$ cat src/rtl/digital_clock_hms.sv
// Hours/minutes/seconds clock with a one-second prescaler, per-field set
// stepping from debounced pushbuttons, and 24 h or 12 h+PM hour presentation.
module digital_clock_hms #(
  parameter int CLK_DIV  = 1,
  parameter int MODE_12H = 0,
  parameter int CNT_W    = 32
) (
  input  logic       clk,
  input  logic       reset,
  input  logic       incr_pb,
  input  logic       decr_pb,
  input  logic [1:0] set_sel,
  output logic [5:0] sec_binary,
  output logic [5:0] min_binary,
  output logic [4:0] hour_binary,
  output logic       pm_flag,
  output logic       tick_1s
);

  localparam logic [CNT_W-1:0] CNT_MAX = CNT_W'(CLK_DIV - 1);

  logic [5:0]       sec_q, sec_d;
  logic [5:0]       min_q, min_d;
  logic [4:0]       hour_q, hour_d;
  logic [CNT_W-1:0] cnt_q, cnt_d;
  logic             tick_q, tick_d;
  logic             incr_q, decr_q;
  logic             inc_edge, dec_edge;

  // Wrapping step within a single field; no carry or borrow leaves the field.
  function automatic logic [5:0] step_field(input logic [5:0] v,
                                            input logic [5:0] max_v,
                                            input logic       up);
    if (up) return (v == max_v) ? 6'd0 : v + 6'd1;
    else    return (v == 6'd0) ? max_v : v - 6'd1;
  endfunction

  assign inc_edge = incr_pb & ~incr_q;
  assign dec_edge = decr_pb & ~decr_q;

  always_comb begin
    sec_d  = sec_q;
    min_d  = min_q;
    hour_d = hour_q;
    cnt_d  = cnt_q;
    tick_d = 1'b0;
    if (set_sel == 2'b00) begin
      if (cnt_q == CNT_MAX) begin
        cnt_d  = '0;
        tick_d = 1'b1;
        sec_d  = step_field(sec_q, 6'd59, 1'b1);
        if (sec_q == 6'd59) begin
          min_d = step_field(min_q, 6'd59, 1'b1);
          if (min_q == 6'd59)
            hour_d = 5'(step_field({1'b0, hour_q}, 6'd23, 1'b1));
        end
      end else begin
        cnt_d = cnt_q + CNT_W'(1);
      end
    end else begin
      cnt_d = '0;
      // Simultaneous up and down edges cancel out.
      if (inc_edge ^ dec_edge) begin
        case (set_sel)
          2'b01:   sec_d  = step_field(sec_q, 6'd59, inc_edge);
          2'b10:   min_d  = step_field(min_q, 6'd59, inc_edge);
          default: hour_d = 5'(step_field({1'b0, hour_q}, 6'd23, inc_edge));
        endcase
      end
    end
  end

  always_ff @(posedge clk) begin
    if (!reset) begin
      sec_q  <= '0;
      min_q  <= '0;
      hour_q <= '0;
      cnt_q  <= '0;
      tick_q <= 1'b0;
      incr_q <= 1'b0;
      decr_q <= 1'b0;
    end else begin
      sec_q  <= sec_d;
      min_q  <= min_d;
      hour_q <= hour_d;
      cnt_q  <= cnt_d;
      tick_q <= tick_d;
      incr_q <= incr_pb;
      decr_q <= decr_pb;
    end
  end

  always_comb begin
    hour_binary = hour_q;
    if (MODE_12H != 0) begin
      if (hour_q == 5'd0)      hour_binary = 5'd12;
      else if (hour_q > 5'd12) hour_binary = hour_q - 5'd12;
    end
  end

  assign pm_flag    = (hour_q >= 5'd12);
  assign sec_binary = sec_q;
  assign min_binary = min_q;
  assign tick_1s    = tick_q;

endmodule

$ cat config.mk
export PLATFORM = sky130hd
export DESIGN_NAME = digital_clock_hms
export DESIGN_NICKNAME = d
export VERILOG_FILES = /design/src/rtl/digital_clock_hms.sv
export SDC_FILE = /design/constraint.sdc
export NUM_CORES = 1
export LEC_CHECK = 0
export CORE_ASPECT_RATIO = 1.2
export CORE_UTILIZATION = 50
export DETAILED_ROUTE_END_ITERATION = 10
export PLACE_DENSITY = 0.7
export SLEW_MARGIN = 15
export SYNTH_ARGS = -nofsm -noshare
export SYNTH_HDL_FRONTEND = slang
export SYNTH_SLANG_ARGS = --single-unit
$ cat constraint.sdc
create_clock -name clk -period 2.2 [get_ports clk]
set_input_delay 0.33 -clock clk [delete_from_list [all_inputs] [get_ports clk]]
set_output_delay 0.33 -clock clk [all_outputs]
set_load 0.01 [all_outputs]
======== Word-level counts from Yosys, hierarchy flattened ========
Index checks and enable logic that the tools add are counted.
storage, ports and cells
  input bits .............................. 6
  flip-flop bits (word level) ............. 52
  bits in writable memories ............... 0
  logic and storage cells ................. 70
  bits in read-only memories .............. 0
  output and inout port bits .............. 19
  latch bits .............................. 0
  memories ................................ 0
cells by class
  add/subtract/negate cells ............... 7
  magnitude comparators ................... 1
  mux-type cells .......................... 25
  multiply operators ...................... 0
  shift-type cells ........................ 0
  eq/ne operators ......................... 9
  divide/modulo/power cells ............... 0
  reductions and logical operators ........ 14
  bitwise gates (word level) .............. 7
operators with widths
  cell                                                                                  count
  6-bit 2-to-1 mux                                                                      15
  5-bit 2-to-1 mux                                                                      9
  32-bit by 1-bit adder with 32-bit output (second input constant)                      1
  32-bit logical NOT                                                                    1
  6-bit by 1-bit adder with 6-bit output (second input constant)                        2
  6-bit equality test (second input constant)                                           2
  6-bit logical NOT                                                                     2
  6-bit by 1-bit subtractor with 6-bit output (second input constant)                   2
  2-bit by 1-bit != test with 1-bit output (second input constant)                      4
  2-bit nonzero test                                                                    3
  5-bit by 1-bit adder with 5-bit output (second input constant)                        1
  5-bit equality test (second input constant)                                           1
  5-bit by 4-bit greater-or-equal comparator with 1-bit output (second input constant)  1
  5-bit logical NOT                                                                     1
  5-bit AND reduction                                                                   1
  5-bit by 1-bit subtractor with 5-bit output (second input constant)                   1
  1-bit NOT                                                                             4
  4-bit AND reduction                                                                   1
  3-bit AND reduction                                                                   1
  3-bit OR reduction                                                                    1
  1-bit bitwise AND                                                                     2
  2-bit by 1-bit equality test with 1-bit output (second input constant)                1
  2-bit equality test (second input constant)                                           1
  2-bit logical NOT                                                                     1
  other kinds (4)                                                                       4

======== Depth between registers and ports, before layout ========
Gate-level depths: netlist of run 1.
  depth after elaboration ................. 6
  depth in mapped cells ................... 9
  depth with buffers taken out ............ 7

======== Worst setup path before layout of run 1 ========
OpenSTA, ideal clock, no wires.
  kind .................................... register to register
  start point ............................. register min_q[0], in the netlist min_binary[0]
  end point ............................... register hour_q[2], in the netlist hour_binary[2]
  library setup time ...................... 95 ps
  period minus slack after synthesis ...... 2048 ps
  setup slack ............................. 152 ps
  data arrival time ....................... 1953 ps
  stages on the path, launching flop included .. 8
  buffers on the path ..................... 1
  required time ........................... 2105 ps
  cell sequence ........................... dfxtp_1 ha_1 nand2_1 nor3_1 and4_1 buf_2 a2bb2o_4 a221oi_1
between the ends
  word-level cells in the longest chain between the ends .. 3
ends and longest elaborated chain
  what                                                       line  source
  from (decl)                                                23    logic [5:0] min_q, min_d;
  from (signal assigned)                                     84    min_q <= min_d;
  6-bit equality test                                        54    if (min_q == 6'd59)
  2-bit by 1-bit != test with 1-bit output (no source line)  n/a
  5-bit AND reduction (no source line)                       n/a
  to (signal assigned)                                       85    hour_q <= hour_d;
  to (decl)                                                  24    logic [4:0] hour_q, hour_d;
No other way between the ends.
A chain may end at the register's enable or synchronous reset.

======== Final worst setup path of run 1 ========
  start point ............................. register cnt_q[2]
  end point ............................... register cnt_q[27]
between the ends
  word-level cells in the longest chain between the ends .. 2
  elaborated cells on any way between the ends .. 3
  those cells by class .................... add/sub: 1; reduce/logical: 2
ends and longest elaborated chain
  what                                                                                              line  source
  from (decl)                                                                                       25    logic [CNT_W-1:0] cnt_q, cnt_d;
  from (signal assigned)                                                                            86    cnt_q <= cnt_d;
  parallel branches: the longest is 2 deep, another holds 32-bit by 1-bit adder with 32-bit output  n/a
Several ways; the timed one is not identified.

==> results.md, run 1 <==
* Die Ht at 90.26 um
* Starting Density at 52.63%
* Hold Vio Cnt, Final at 0
* Leakage at 1.348 nW
* Synth cell types at 58
* Drt wl/cell at 14.78 um
* Worst hold path type: reg2reg
* Switch share at 28.90%
* Via count at 3,029
* Worst Path Arrival at 2230 ps
* I/O Buffers at 24
* First-pass GRT wire length at 13.01 mm
* Max capacitance violation total at 0
* Pin count of the biggest net entering global routing at 33
* Critical Path Sink Type: register
* Post-Layout Cell Count at 527
* Vias per cell at 5.748
* Status: completed
* CTS tree: done
* Int Pwr at 1.450 mW
* Synth top cells by count: dfxtp_1 (52), nor2_1 (49), nand2_1 (31)
* Comb power frac at 22.4%
* Top_reg_cell synth: dfxtp_1
* Antenna violations before repair at 0
* Setup violators final at 0
* Core ar. at 6167 um2
* Pwr Density at 524.5 nW/um2
* End-of-flow core utilization at 63.06%
* Post-synth top area cell: dfxtp_1
* Top-area cell type share of the netlist area at 32.07%
* Pre-CTS setup slack at -138.0 ps
* Clock Skew at 11.30 ps
* Critical Path Start Type: register
* DP Area at 3770 um2
* HPWL after DPL at 5.618 mm
* Synth area leaders: dfxtp_1 (32%), xnor2_1 (6.5%), nor2_1 (5.7%), ha_1 (5.4%), nand2_1 (3.6%)
* Reg2reg end: cnt_q[27]$_SDFF_PP0_
* Final wirelength at 7.791 mm
* EDFF count, synth at 0
* IO Pins at 25
* Die X at 75.55 um
* Mean Syn Cell Area at 8.074 um2
* Slew Limit Fails at 0
* RR Startpoint: cnt_q[2]$_SDFF_PP0_
* Iter 0 DRT Violations at 184
* Clk pin slew, worst setup/hold paths at 100 ps
* Antenna Nets Post-Route at 0
* Sequential power share at 48.6%
* Clock tree sinks at 52
* Num CTS Buffers at 5
* Total GRT Usage at 24.15%
* Clk buf depth at 2
* Ys Warns at 0
* Placer congestion estimate at 0.9078
* Die area at 6819 um2
* Slew HR at 68.67%
* Hold path start: cnt_q[0]$_SDFF_PP0_
* Number of global-route vias before repair at 2,852
* Syn Nets at 422
* P_sw at 589.5 uW
* Setup Crit Path Kind: reg2reg
* Peak Freq at 497.2 MHz
* Max H-tree Level at 2
* R2R Setup Slk at 190 ps
* Number of synthesized register bits at 52
* N_diodes at 0
* Worst Hold End: cnt_q[0]$_SDFF_PP0_
* Setup tns final at 0 ps
* DR DRC count at 0
* Crit path max fanout at 11
* Worst EP required at 2420 ps
* Tmin final at 2011 ps
* Mapped Area at 3246 um2
* Top-count cell post-synth: dfxtp_1
* 1st-pass router iterations at 4
* Worst Tran Pin Value at 469.4 ps
* Worst hold stages at 2
* P&R area growth vs syn at 19.81%
* Placed Cells at 519
* Worst-skew pair later-pin latency at 310 ps
* Sequential-to-total area share from yosys stat at 32.07%
* Layout cells sized above 1 at 14.61%
* FFs w/ async S/R, synth at 0%
* Unrepaired setup endpoints after global routing: no
* Num rows at 31
* Mapped Cells at 402
* Worst IR drop on VDD at 395.3 uV
* # hold bufs at CTS at 0
* Nets@finish at 464
* PnR worst setup slack at 188.6 ps
* Clock Power Share at 28.9%
* Crit share post-route at 91.43%
* Final instance area at 3889 um2
* Overflow after GRT at 0
* Root buffer cell: clkbuf_8
* Worst r2r path cells at 5
[stage by stage]
step,hold WS (ps),power (mW)
final,539.4,2.040
after global routing,564.1,2.144
after CTS,542.8,2.059
after detailed placement,520.2,1.467
after global placement,510.9,1.467
after floorplan,441.7,1.285
[area by class of cell]
type / count / area, um2
fill: 535 / 2278
inverter: 22 / 82.58
tap: 82 / 102.6
clock buffer: 6 / 82.58
multi-input combinational: 303 / 2031
clock inverter: 2 / 13.76
sequential: 52 / 1041
timing repair buffer: 60 / 535.5
[flip-flops by register name (all words and copies together), names as in the netlist]
signal       cells
decr_q           1
incr_q           1
hour_binary      5
min_binary       6
sec_binary       6
cnt_q           32
tick_1s          1
[kinds of logic after synthesis]
| logic type | count (synthesis) | synth area share, % |
|---|---|---|
| adder cells (fa/ha/maj) | 14 | 5.397 |
| multiplexers | 5 | 1.581 |
| AND/OR/NAND/NOR | 173 | 28.64 |
| buffers and inverters | 47 | 6.052 |
| AO/OA/AOI/OAI | 77 | 17.08 |
| XOR/XNOR | 34 | 9.175 |
| flip-flops | 52 | 32.07 |
[power by group through the flow]
stage / Clock (mW) / Combinational (mW) / Sequential (mW)
final: 0.590 / 0.458 / 0.992
after floorplan: 0 / 0.262 / 1.02
after global routing: 0.644 / 0.502 / 0.997
after global placement: 0 / 0.453 / 1.01
after CTS: 0.610 / 0.456 / 0.992
after detailed placement: 0 / 0.453 / 1.01
[worst max path at each step]
stage,start,endpoint,slack [ps],depth (start not counted)
6_report,cnt_q[2]$_SDFF_PP0_,cnt_q[27]$_SDFF_PP0_,190,5
5_1_grt,set_sel[0],hour_binary[2]$_SDFFE_PN0P_,4,8
3_3_place_gp,set_sel[0],hour_binary[2]$_SDFFE_PN0P_,-60,8
4_1_cts,cnt_q[1]$_SDFF_PP0_,hour_binary[2]$_SDFFE_PN0P_,100,7
3_5_place_dp,set_sel[0],hour_binary[2]$_SDFFE_PN0P_,-140,8
2_1_floorplan,min_binary[0]$_SDFFE_PN0P_,hour_binary[2]$_SDFFE_PN0P_,150,7
[cell usage in the layout (no fill, tap or decap), types with 6 or more instances in the layout]
| cell type | count |
|---|---|
| nor2_1 | 49 |
| nor4_1 | 8 |
| buf_4 | 34 |
| xor2_1 | 10 |
| nor3_1 | 19 |
| nand2_1 | 31 |
| o21ai_0 | 14 |
| clkdlybuf4s50_1 | 24 |
| inv_1 | 22 |
| nand4_1 | 9 |
| o22ai_1 | 8 |
| ha_1 | 14 |
| xnor2_1 | 24 |
| nand3_1 | 16 |
| clkbuf_8 | 6 |
| dfxtp_1 | 52 |
| nor4_2 | 7 |
| a21oi_1 | 16 |
[per-layer routing]
layer,vias up,routed length (um),global-route usage (%)
met4,0,129,8.179
li1,1523,-,-
met3,10,276,3.795
met2,68,4000,41.44
met1,1428,3385,29.85
met5,-,0,0
[critical path: stages, from the launching register on]
cell and delay [ps]:
dfxtp_1 490, nand3_4 150, or4_4 670, nor4_1 400, xnor2_1 160, nor2_1 50
[repair_timing]
item	4_1_cts	5_1_grt
endpoints found under the setup margin	3	2
resized for setup	1	3
endpoints found under the hold margin	0	0
buffers inserted	0	0
pin swaps	0	0
Note: power is estimated with default switching activity, not from simulation.
==> inputs of run 2 (changes only) <==
Settings changed: CORE_UTILIZATION 50 to 38, PLACE_DENSITY 0.7 to not set.
==> run 2 against run 1 <==
Via count down 2.1%. Maximum frequency increased by 1.9%. First-iteration DRC count down 23%. Clock skew increased by 2.9 ps. Routed wire length is 2.2% lower. Critical path depth did not move. Sequential share of layout area down 0.077 points. Flip-flop and latch count stayed put. Critical endpoint is now hour_binary[2]$_SDFFE_PN0P_.
==> results.md, run 2 (synthesis gave the netlist of run 1 again) <==
* Most flops, register: cnt_q
* Drt wl/cell at 13.73 um
* R2R Setup Slk at 230 ps
* Peak Freq at 506.6 MHz
* Tmin final at 1974 ps
* Worst hold path type: reg2reg
* Pin count of the biggest net entering global routing at 33
* Num rows at 36
* Worst Path Arrival at 2190 ps
* Max H-tree Level at 2
* Setup tns final at 0 ps
* Clock Skew at 14.16 ps
* Commonest non-fill, non-tap cell in the layout: dfxtp_1
* DR DRC count at 0
* Placer congestion estimate at 0.8742
* CP dominant cell by count: and4_1
* Overflow after GRT at 0
* Hold path start: cnt_q[31]$_SDFF_PP0_
* Worst Tran Pin Value at 489.3 ps
* Placed Cells at 546
* I/O Buffers at 24
* Worst-skew pair later-pin latency at 310 ps
* Nets@finish at 460
* Num CTS Buffers at 5
* Clk pin slew, worst setup/hold paths at 100 ps
* HPWL after DPL at 5.659 mm
* Root buffer cell: clkbuf_8
* Critical path's slowest cell: nor4_1
* Critical Path Start Type: register
* Vias per cell at 5.342
* Die Ht at 103.2 um
* Crit share post-route at 89.72%
* Critical Path Source: cnt_q[5]$_SDFF_PP0_
* Crit path max fanout at 4
* Pwr Density at 547.1 nW/um2
* Leakage at 1.318 nW
* Slew HR at 67.13%
* First-pass GRT wire length at 13.08 mm
* CP peak stage delay at 440 ps
* Clk buf depth at 2
* Most frequent cells in the layout: dfxtp_1 (52), nor2_1 (49), nand2_1 (31), buf_4 (31)
* CTS tree: done
* Die area at 8916 um2
* 1st-pass router iterations at 5
* Antenna Nets Post-Route at 0
* RR Startpoint: cnt_q[5]$_SDFF_PP0_
* Starting Density at 39.59%
* Die X at 86.37 um
* # hold bufs at CTS at 0
* Worst IR drop on VDD at 253.7 uV
* Final wirelength at 7.622 mm
* N_diodes at 0
* IO Pins at 25
* Total GRT Usage at 18.34%
* Via count at 2,965
* Max capacitance violation total at 0
* Layout cells sized above 1 at 13.61%
* Worst r2r path cells at 5
* Worst EP required at 2420 ps
* Critical Path, Cell by Cell: nor4_1, and4_1, and4_1, a2bb2o_4, a221oi_1
* Unrepaired setup endpoints after global routing: no
* Filler Cells Inserted at 795
* Slew Limit Fails at 0
* Number of global-route vias before repair at 2,807
* Hold Vio Cnt, Final at 0
* Critical Path Sink Type: register
* Status: completed
* Clock tree sinks at 52
* Largest register FFs at 32
* End-of-flow core utilization at 47.57%
* Iter 0 DRT Violations at 142
* Antenna violations before repair at 0
* P&R area growth vs syn at 20.16%
* Core ar. at 8198 um2
* Post-Layout Cell Count at 555
* Worst hold stages at 2
* Setup violators final at 0
* Setup Crit Path Kind: reg2reg
-- run 2: final timing paths --
path | endpoint
setup reg to reg | hour_binary[2]$_SDFFE_PN0P_
setup / recovery | hour_binary[2]$_SDFFE_PN0P_
hold / removal | cnt_q[31]$_SDFF_PP0_
hold reg to reg | cnt_q[31]$_SDFF_PP0_
-- run 2: what timing repair did --
item                                    4_1_cts  5_1_grt
endpoints found under the setup margin        0       16
resized for setup                             0        2
hold endpoints to repair                      0        0
setup buffers                                 0        1
-- run 2: layer usage --
layer  GRT usage, %  routed length (um)  up-vias
met5              0                   0        -
met4          5.256                 101        0
met3          3.333                 266       10
met2          33.82                3895       60
met1          21.76                3359     1377
li1               -                   -     1518
-- run 2: critical path, delay by kind of cell (launching register included) --
family / cells / cell delay (ps)
AO/OA/AOI/OAI: 2 / 480
AND/OR/NAND/NOR: 3 / 1070
flip-flops: 1 / 360
-- run 2: layout make-up --
class / count / area (um2) / area share [%]
repair buffers: 56 / 493.0 / 12.64
multi-input cells: 303 / 2019 / 51.78
clock buffers: 6 / 82.58 / 2.117
clock inverters: 2 / 38.79 / 0.9945
inverters: 22 / 82.58 / 2.117
well taps: 114 / 142.6 / 3.657
flip-flops and latches: 52 / 1041 / 26.69
-- run 2: where the power goes --
| part | internal, mW | switching, mW |
|---|---|---|
| Sequential | 0.966 | 0.0362 |
| Clock | 0.372 | 0.322 |
| Combinational | 0.217 | 0.220 |
-- run 2: through the flow --
step	cell area [um2]	worst slack (ps)	power [mW]	hold slack [ps]
floorplan	3246	151.7	1.285	441.7
global placement	3760	-77.04	1.458	507.2
detailed placement	3760	-66.15	1.458	511.3
CTS	3881	45.95	2.161	541.6
global route	3900	38.93	2.249	587.5
finish	3900	226.2	2.134	538.8
